## config.mk

```make
export PLATFORM = sky130hd
export DESIGN_NAME = trap_ctrl
export DESIGN_NICKNAME = d
export VERILOG_FILES = /design/src/rtl/trap_ctrl.sv
export SDC_FILE = /design/constraint.sdc
export NUM_CORES = 1
export LEC_CHECK = 0
export ABC_AREA = 1
export ABC_CLOCK_PERIOD_IN_PS = 3510
export CORE_UTILIZATION = 45
export CTS_CLUSTER_SIZE = 25
export DETAILED_ROUTE_END_ITERATION = 16
export GPL_TIMING_DRIVEN = 0
export PLACE_DENSITY = 0.83
export SLEW_MARGIN = 10
export SYNTH_ARGS = -nofsm -noshare
export SYNTH_HDL_FRONTEND = slang
export SYNTH_SLANG_ARGS = --single-unit
```

## constraint.sdc

```tcl
create_clock -name clk -period 3.51 [get_ports clk]
set_input_delay 0.5265 -clock clk [delete_from_list [all_inputs] [get_ports clk]]
set_output_delay 0.5265 -clock clk [all_outputs]
set_load 0.02 [all_outputs]
```

## src/rtl/trap_ctrl.sv

```systemverilog
// trap_ctrl -- machine-mode trap entry/exit sequencer and trap CSR file.
//
// Takes an interrupt request from the interrupt controller, holds it until
// the next instruction boundary, then saves mepc/mcause, updates mstatus and
// redirects fetch to mtvec. Executing mret restores mstatus and redirects
// fetch back to mepc.
//
// Ports:
//   clk, rst          core clock, synchronous active-high reset
//   trap_entry_en_i   interrupt request (pulse or level)
//   int_index_i       interrupt number, valid with trap_entry_en_i
//   trap_exit_en_i    mret executing
//   instr_retire_i    instruction boundary this cycle
//   pc_next_i         PC of next instruction, valid with instr_retire_i
//   csr_we_i/addr_i/wdata_i, csr_rdata_o   CSR port (read is combinational)
//   int_mstatus_mie_o mstatus.MIE to the interrupt controller
//   mret_en_o         one-cycle pulse when the mret restore completes
//   redirect_en_o     one-cycle fetch redirect strobe
//   redirect_pc_o     redirect target, valid with redirect_en_o
//   pipe_hold_o       stall fetch/issue during ENTER/EXIT
//   in_trap_o         handler active
module trap_ctrl #(
  parameter int              XLEN        = 32,
  parameter logic [XLEN-1:0] RESET_MTVEC = 32'h0000_0100,
  parameter bit              VECTORED_EN = 1'b1
) (
  input  logic            clk,
  input  logic            rst,
  input  logic            trap_entry_en_i,
  input  logic [3:0]      int_index_i,
  input  logic            trap_exit_en_i,
  input  logic            instr_retire_i,
  input  logic [XLEN-1:0] pc_next_i,
  input  logic            csr_we_i,
  input  logic [11:0]     csr_addr_i,
  input  logic [XLEN-1:0] csr_wdata_i,
  output logic [XLEN-1:0] csr_rdata_o,
  output logic            int_mstatus_mie_o,
  output logic            mret_en_o,
  output logic            redirect_en_o,
  output logic [XLEN-1:0] redirect_pc_o,
  output logic            pipe_hold_o,
  output logic            in_trap_o
);

  localparam logic [11:0] ADDR_MSTATUS = 12'h300;
  localparam logic [11:0] ADDR_MTVEC   = 12'h305;
  localparam logic [11:0] ADDR_MEPC    = 12'h341;
  localparam logic [11:0] ADDR_MCAUSE  = 12'h342;
  localparam logic [11:0] ADDR_DROPCNT = 12'h7C0;

  // Clears the two low bits of a PC/mepc value.
  localparam logic [XLEN-1:0] ALIGN_MASK = ~{{(XLEN-2){1'b0}}, 2'b11};

  typedef enum logic [2:0] {
    S_IDLE, S_PEND, S_ENTER, S_HANDLER, S_EXIT
  } state_e;

  state_e          state_q;
  logic [3:0]      idx_q;
  logic            mie_q, mpie_q;
  logic [XLEN-1:0] mtvec_q, mepc_q;
  logic            mcause_irq_q;
  logic [3:0]      mcause_code_q;
  logic [7:0]      drop_cnt_q;
  logic            redirect_en_q, mret_en_q, pipe_hold_q, in_trap_q;
  logic [XLEN-1:0] redirect_pc_q;

  // Post-write views of mtvec/mepc so a redirect computed in the same cycle
  // as a software write targets the value the CSR is about to hold.
  logic [XLEN-1:0] mtvec_d, mepc_d, trap_pc_d;
  logic            drop_d;

  // NOTE: every signal assigned in always_comb gets a default first, otherwise
  // a path that skips the assignment infers a latch.
  always_comb begin
    mtvec_d = mtvec_q;
    mepc_d  = mepc_q;
    if (csr_we_i && csr_addr_i == ADDR_MTVEC) mtvec_d = csr_wdata_i;
    if (csr_we_i && csr_addr_i == ADDR_MEPC)  mepc_d  = csr_wdata_i & ALIGN_MASK;

    trap_pc_d = mtvec_d & ALIGN_MASK;
    if (VECTORED_EN && mtvec_d[1:0] == 2'b01)
      trap_pc_d = trap_pc_d + {{(XLEN-6){1'b0}}, idx_q, 2'b00};

    // In IDLE a request is only lost when mret wins the same cycle; in every
    // other state any request is a drop (level source held high).
    drop_d = trap_entry_en_i && (state_q != S_IDLE || trap_exit_en_i);
  end

  always_comb begin
    csr_rdata_o = '0;
    case (csr_addr_i)
      ADDR_MSTATUS: begin
        csr_rdata_o[3] = mie_q;
        csr_rdata_o[7] = mpie_q;
      end
      ADDR_MTVEC:   csr_rdata_o = mtvec_q;
      ADDR_MEPC:    csr_rdata_o = mepc_q;
      ADDR_MCAUSE: begin
        csr_rdata_o[XLEN-1] = mcause_irq_q;
        csr_rdata_o[3:0]    = mcause_code_q;
      end
      ADDR_DROPCNT: csr_rdata_o = {{(XLEN-8){1'b0}}, drop_cnt_q};
      default:      csr_rdata_o = '0;
    endcase
  end

  always_ff @(posedge clk) begin
    if (rst) begin
      state_q       <= S_IDLE;
      idx_q         <= '0;
      mie_q         <= 1'b0;
      mpie_q        <= 1'b0;
      mtvec_q       <= RESET_MTVEC;
      mepc_q        <= '0;
      mcause_irq_q  <= 1'b0;
      mcause_code_q <= '0;
      drop_cnt_q    <= '0;
      redirect_en_q <= 1'b0;
      redirect_pc_q <= '0;
      mret_en_q     <= 1'b0;
      pipe_hold_q   <= 1'b0;
      in_trap_q     <= 1'b0;
    end else begin
      redirect_en_q <= 1'b0;
      mret_en_q     <= 1'b0;
      pipe_hold_q   <= 1'b0;

      // NOTE: non-blocking assignments to the same register resolve to the
      // last one executed, so the FSM updates below deliberately override
      // any software CSR write made in the same cycle.
      if (csr_we_i) begin
        case (csr_addr_i)
          ADDR_MSTATUS: begin
            mie_q  <= csr_wdata_i[3];
            mpie_q <= csr_wdata_i[7];
          end
          ADDR_MTVEC:  mtvec_q <= csr_wdata_i;
          ADDR_MEPC:   mepc_q  <= csr_wdata_i & ALIGN_MASK;
          ADDR_MCAUSE: begin
            mcause_irq_q  <= csr_wdata_i[XLEN-1];
            mcause_code_q <= csr_wdata_i[3:0];
          end
          default: ;
        endcase
      end

      if (drop_d && drop_cnt_q != 8'hFF) drop_cnt_q <= drop_cnt_q + 8'd1;

      case (state_q)
        S_IDLE: begin
          if (trap_exit_en_i) begin
            state_q       <= S_EXIT;
            redirect_en_q <= 1'b1;
            mret_en_q     <= 1'b1;
            pipe_hold_q   <= 1'b1;
            redirect_pc_q <= mepc_d;
          end else if (trap_entry_en_i) begin
            idx_q   <= int_index_i;
            state_q <= S_PEND;
          end
        end
        S_PEND: begin
          if (instr_retire_i) begin
            mepc_q        <= pc_next_i & ALIGN_MASK;
            state_q       <= S_ENTER;
            redirect_en_q <= 1'b1;
            pipe_hold_q   <= 1'b1;
            redirect_pc_q <= trap_pc_d;
          end
        end
        S_ENTER: begin
          mcause_irq_q  <= 1'b1;
          mcause_code_q <= idx_q;
          mpie_q        <= mie_q;
          mie_q         <= 1'b0;
          state_q       <= S_HANDLER;
          in_trap_q     <= 1'b1;
        end
        S_HANDLER: begin
          if (trap_exit_en_i) begin
            state_q       <= S_EXIT;
            in_trap_q     <= 1'b0;
            redirect_en_q <= 1'b1;
            mret_en_q     <= 1'b1;
            pipe_hold_q   <= 1'b1;
            redirect_pc_q <= mepc_d;
          end
        end
        S_EXIT: begin
          mie_q   <= mpie_q;
          mpie_q  <= 1'b1;
          state_q <= S_IDLE;
        end
        default: state_q <= S_IDLE;
      endcase
    end
  end

  assign int_mstatus_mie_o = mie_q;
  assign mret_en_o         = mret_en_q;
  assign redirect_en_o     = redirect_en_q;
  assign redirect_pc_o     = redirect_pc_q;
  assign pipe_hold_o       = pipe_hold_q;
  assign in_trap_o         = in_trap_q;

endmodule
```

==> flow_summary.ini <==
[route]
first_pass_iters = 6
dr.first_iter.drc_count = 993
routed_via_density = 5.749
drc_errors = 0
via_count_of_the_routed_design = 8129
routed_wire_length_per_instance_um = 19.75
wirelength_mm = 27.92
ant_nets = 0

[logic_synthesis]
synth_top_cells_by_area = dfxtp_1 (35%), nand2_1 (12%), inv_1 (8.5%), o21ai_0 (4.9%), nor2_1 (4.4%)
synth_async_sr_flop_share_pct = 0
synthMostInstantiatedCell = nand2_1
synth_nets = 1117
synthFlopType = dfxtp_1
synth_cells = 1025
yosysSeqAreaShare_pct = 34.57
ys_ff_latch = 121
synth_area_sq_um = 7008
syn_area_per_cell_sq_um = 6.837
ys.warnings.count = 0
yosysUniqueCellTypes = 51
netlist_top_cells_count = nand2_1 (217), inv_1 (158), dfxtp_1 (121)
netlist.top_cell.by_area = dfxtp_1
synth_top_area_share_pct = 34.57
synth-edff-count = 0

[layout]
drive_gt1_share_pct = 11.99
flow.area_growth_from_synthesis_pct = 38.51
finalNetCount = 1305
final_core_util_pct = 63.85
diodes = 0

[sta]
final.setup_skew_ns = 0.007438
max_clock_freq_ghz = 0.2901
final-max-slew-violation-count = 0
hold_violations = 0
final.min_clock_period_ns = 3.447
tightestPinTransition_ns = 0.8082
max_slew_margin_pct = 46.12
setup_viol = 0
setup_ws_ns = 0.06282
fin_crit_sh_pct = 98.21
setup-tns-final_ns = 0

[pwr]
finalPower_mw = 3.994
vdd.ir_drop.worst_uv = 359.2
power_per_unit_of_standard_cell_area_nw_per_um2 = 411.4
static_leak_nw = 4.468

[cts]
hold_buffers_post_cts = 0
ctsRootBufferMaster = clkbuf_16
htree_levels = 4
clk_pin_slew_worst_paths_ns = 0.06
cts_tree = yes
insertion_delay_ns = 0.43
cts_max_path_buffers = 2
clkSinkCount = 121
numCtsBuffers = 17

[place]
finalWeightedCongestion = 0.9673
pre_cts_ws_ns = -1.126
port-buffer-count = 151
hpwl_mm = 19.54

[critical_path]
worst-endpoint-required_ns = 3.86
cp_max_stage_cell = clkdlybuf4s50_1
critical_path_fanouts_max = 7
timing.critical_path.buf_inv = 3
startpoint = csr_addr_i[11]
crit_path_max_incr_delay_ns = 0.44
cp-end-kind = flip-flop
crit_arrival_ns = 3.80
criticalPathCategory = primary input to flip-flop
worstReg2RegStart = state_q[0]
cp_top_family = simple AND/OR/NAND/NOR gates
cp_common_cell = nand3_4
timing.critical_path.from_type = primary input
ordered_list_of_cells_on_the_worst_path = clkdlybuf4s50_1 > nor2_2 > nand2_4 > nor2_8 > nand3_4 > o21ai_4 > ha_4 > inv_1 > fa_2 > nand3b_1 > and2_4 > inv_2 > nand3_4 > nor2_4 > nand3_4 > nor2_8 > nand2_1 > nand2_1 > nand3_1 > a21oi_2

[global_routing]
global_route_wire_length_before_repair_mm = 41.79
grt.total_usage_pct = 34.81
grt_max_degree = 17
first_global_vias = 7567
antenna_found_initial = 0
gr-total-overflow = 0

[min_path]
min_from = in_trap_o
hold_class = flip-flop to flip-flop

[die]
coreArea_sq_um = 15200
initial_core_utilization_pct = 46.10
design.die.area_sq_um = 16080
die_w_um = 126.8
die_y_um = 126.8
fp-row-count = 45
top_level_ports = 155

[job]
timing.max_cap.violations = 0

[outcome]
status = complete, no violations
worst min-delay path: cells and delay by family, from the launching register on:
kind / cells / cell delay, ns
and+or+nand+nor: 1 / 0.06
DFF: 1 / 0.31
AOI/OAI and AO/OA: 1 / 0.05
cell families (layout without fill, tap and decap cells):
group | Yosys count | in the layout | share of synthesized area [%]
DFF | 121 | 121 | 34.57
buffers and inverters | 218 | 419 | 12.55
AOI/OAI and AO/OA | 256 | 256 | 23.14
adders and majority gates | 6 | 6 | 1.178
xor gates and xnor gates | 4 | 4 | 0.5000
and+or+nand+nor | 420 | 420 | 28.07
worst paths after layout:
path         slack (ns)                end  depth (start not counted)
max                0.06  redirect_pc_o[24]                         20
min                0.47          in_trap_o                          2
max reg2reg        0.86         mepc_q[11]                         10
min reg2reg        0.47          in_trap_o                          2
registers in the layout, indices dropped and copies added, names as in the netlist:
register / count
pipe_hold_o: 1
drop_cnt_q: 8
in_trap_o: 1
redirect_pc_o: 32
state_q: 3
mcause_irq_q: 1
mpie_q: 1
idx_q: 4
mret_en_o: 1
mepc_q: 32
int_mstatus_mie_o: 1
mcause_code_q: 4
mtvec_q: 32
stage by stage:
| step | instance area (sq um) | hold slack (ns) | std cells |
|---|---|---|---|
| after global routing | 9707 | 0.4948 | 1414 |
| after global placement | 8767 | 0.4577 | 1364 |
| after floorplan | 7020 | 0.4381 | 1025 |
| final | 9707 | 0.4700 | 1414 |
| after detailed placement | 8767 | 0.4623 | 1364 |
| after CTS | 9513 | 0.4725 | 1403 |
final cells by class:
| class | count | area, sq um |
|---|---|---|
| tap | 188 | 235.2 |
| clock buffer | 25 | 495.5 |
| multi-input combinational | 686 | 3860 |
| fill | 1338 | 5495 |
| timing repair buffer | 172 | 1728 |
| inverter | 169 | 639.4 |
| buffer | 46 | 236.5 |
| clock inverter | 7 | 90.09 |
| sequential | 121 | 2422 |
cell usage in the layout (no fill, tap or decap), drive strengths merged, types with 6 or more instances in the layout:
master	count
clkbuf	52
dlymetal6s2s	17
buf	39
nand2	225
nand3	48
o211ai	9
nor3	12
clkinv	6
dfxtp	121
a32o	7
nand4	27
nor2	99
o21ai	115
inv	166
dlygate4sd2	7
a21oi	40
a22o	19
a31oi	19
clkdlybuf4s50	127
o21bai	29
layer usage:
metal | part of all wire (%) | global-route usage (%) | vias to the layer above
met1 | 40 | 45.00 | 3719
met5 | 0 | 0 | -
met4 | 3.9 | 15.48 | 0
met3 | 12 | 10.54 | 93
met2 | 44 | 53.53 | 554
li1 | - | - | 3763
repair_timing:
| item | 4_1_cts | 5_1_grt |
|---|---|---|
| cloned | 1 | 0 |
| endpoints found under the hold margin | 0 | 0 |
| endpoints found under the setup margin | 55 | 42 |
| resized for setup | 34 | 40 |
| pin swaps | 6 | 11 |
| buffers inserted | 8 | 12 |
report_power, final:
group          total [mW]  switching, mW  internal, mW
combinational       0.705          0.443         0.262
sequential           1.52         0.0562          1.46
clock                1.77          0.653          1.12
Power figures use the tool's default switching activity.
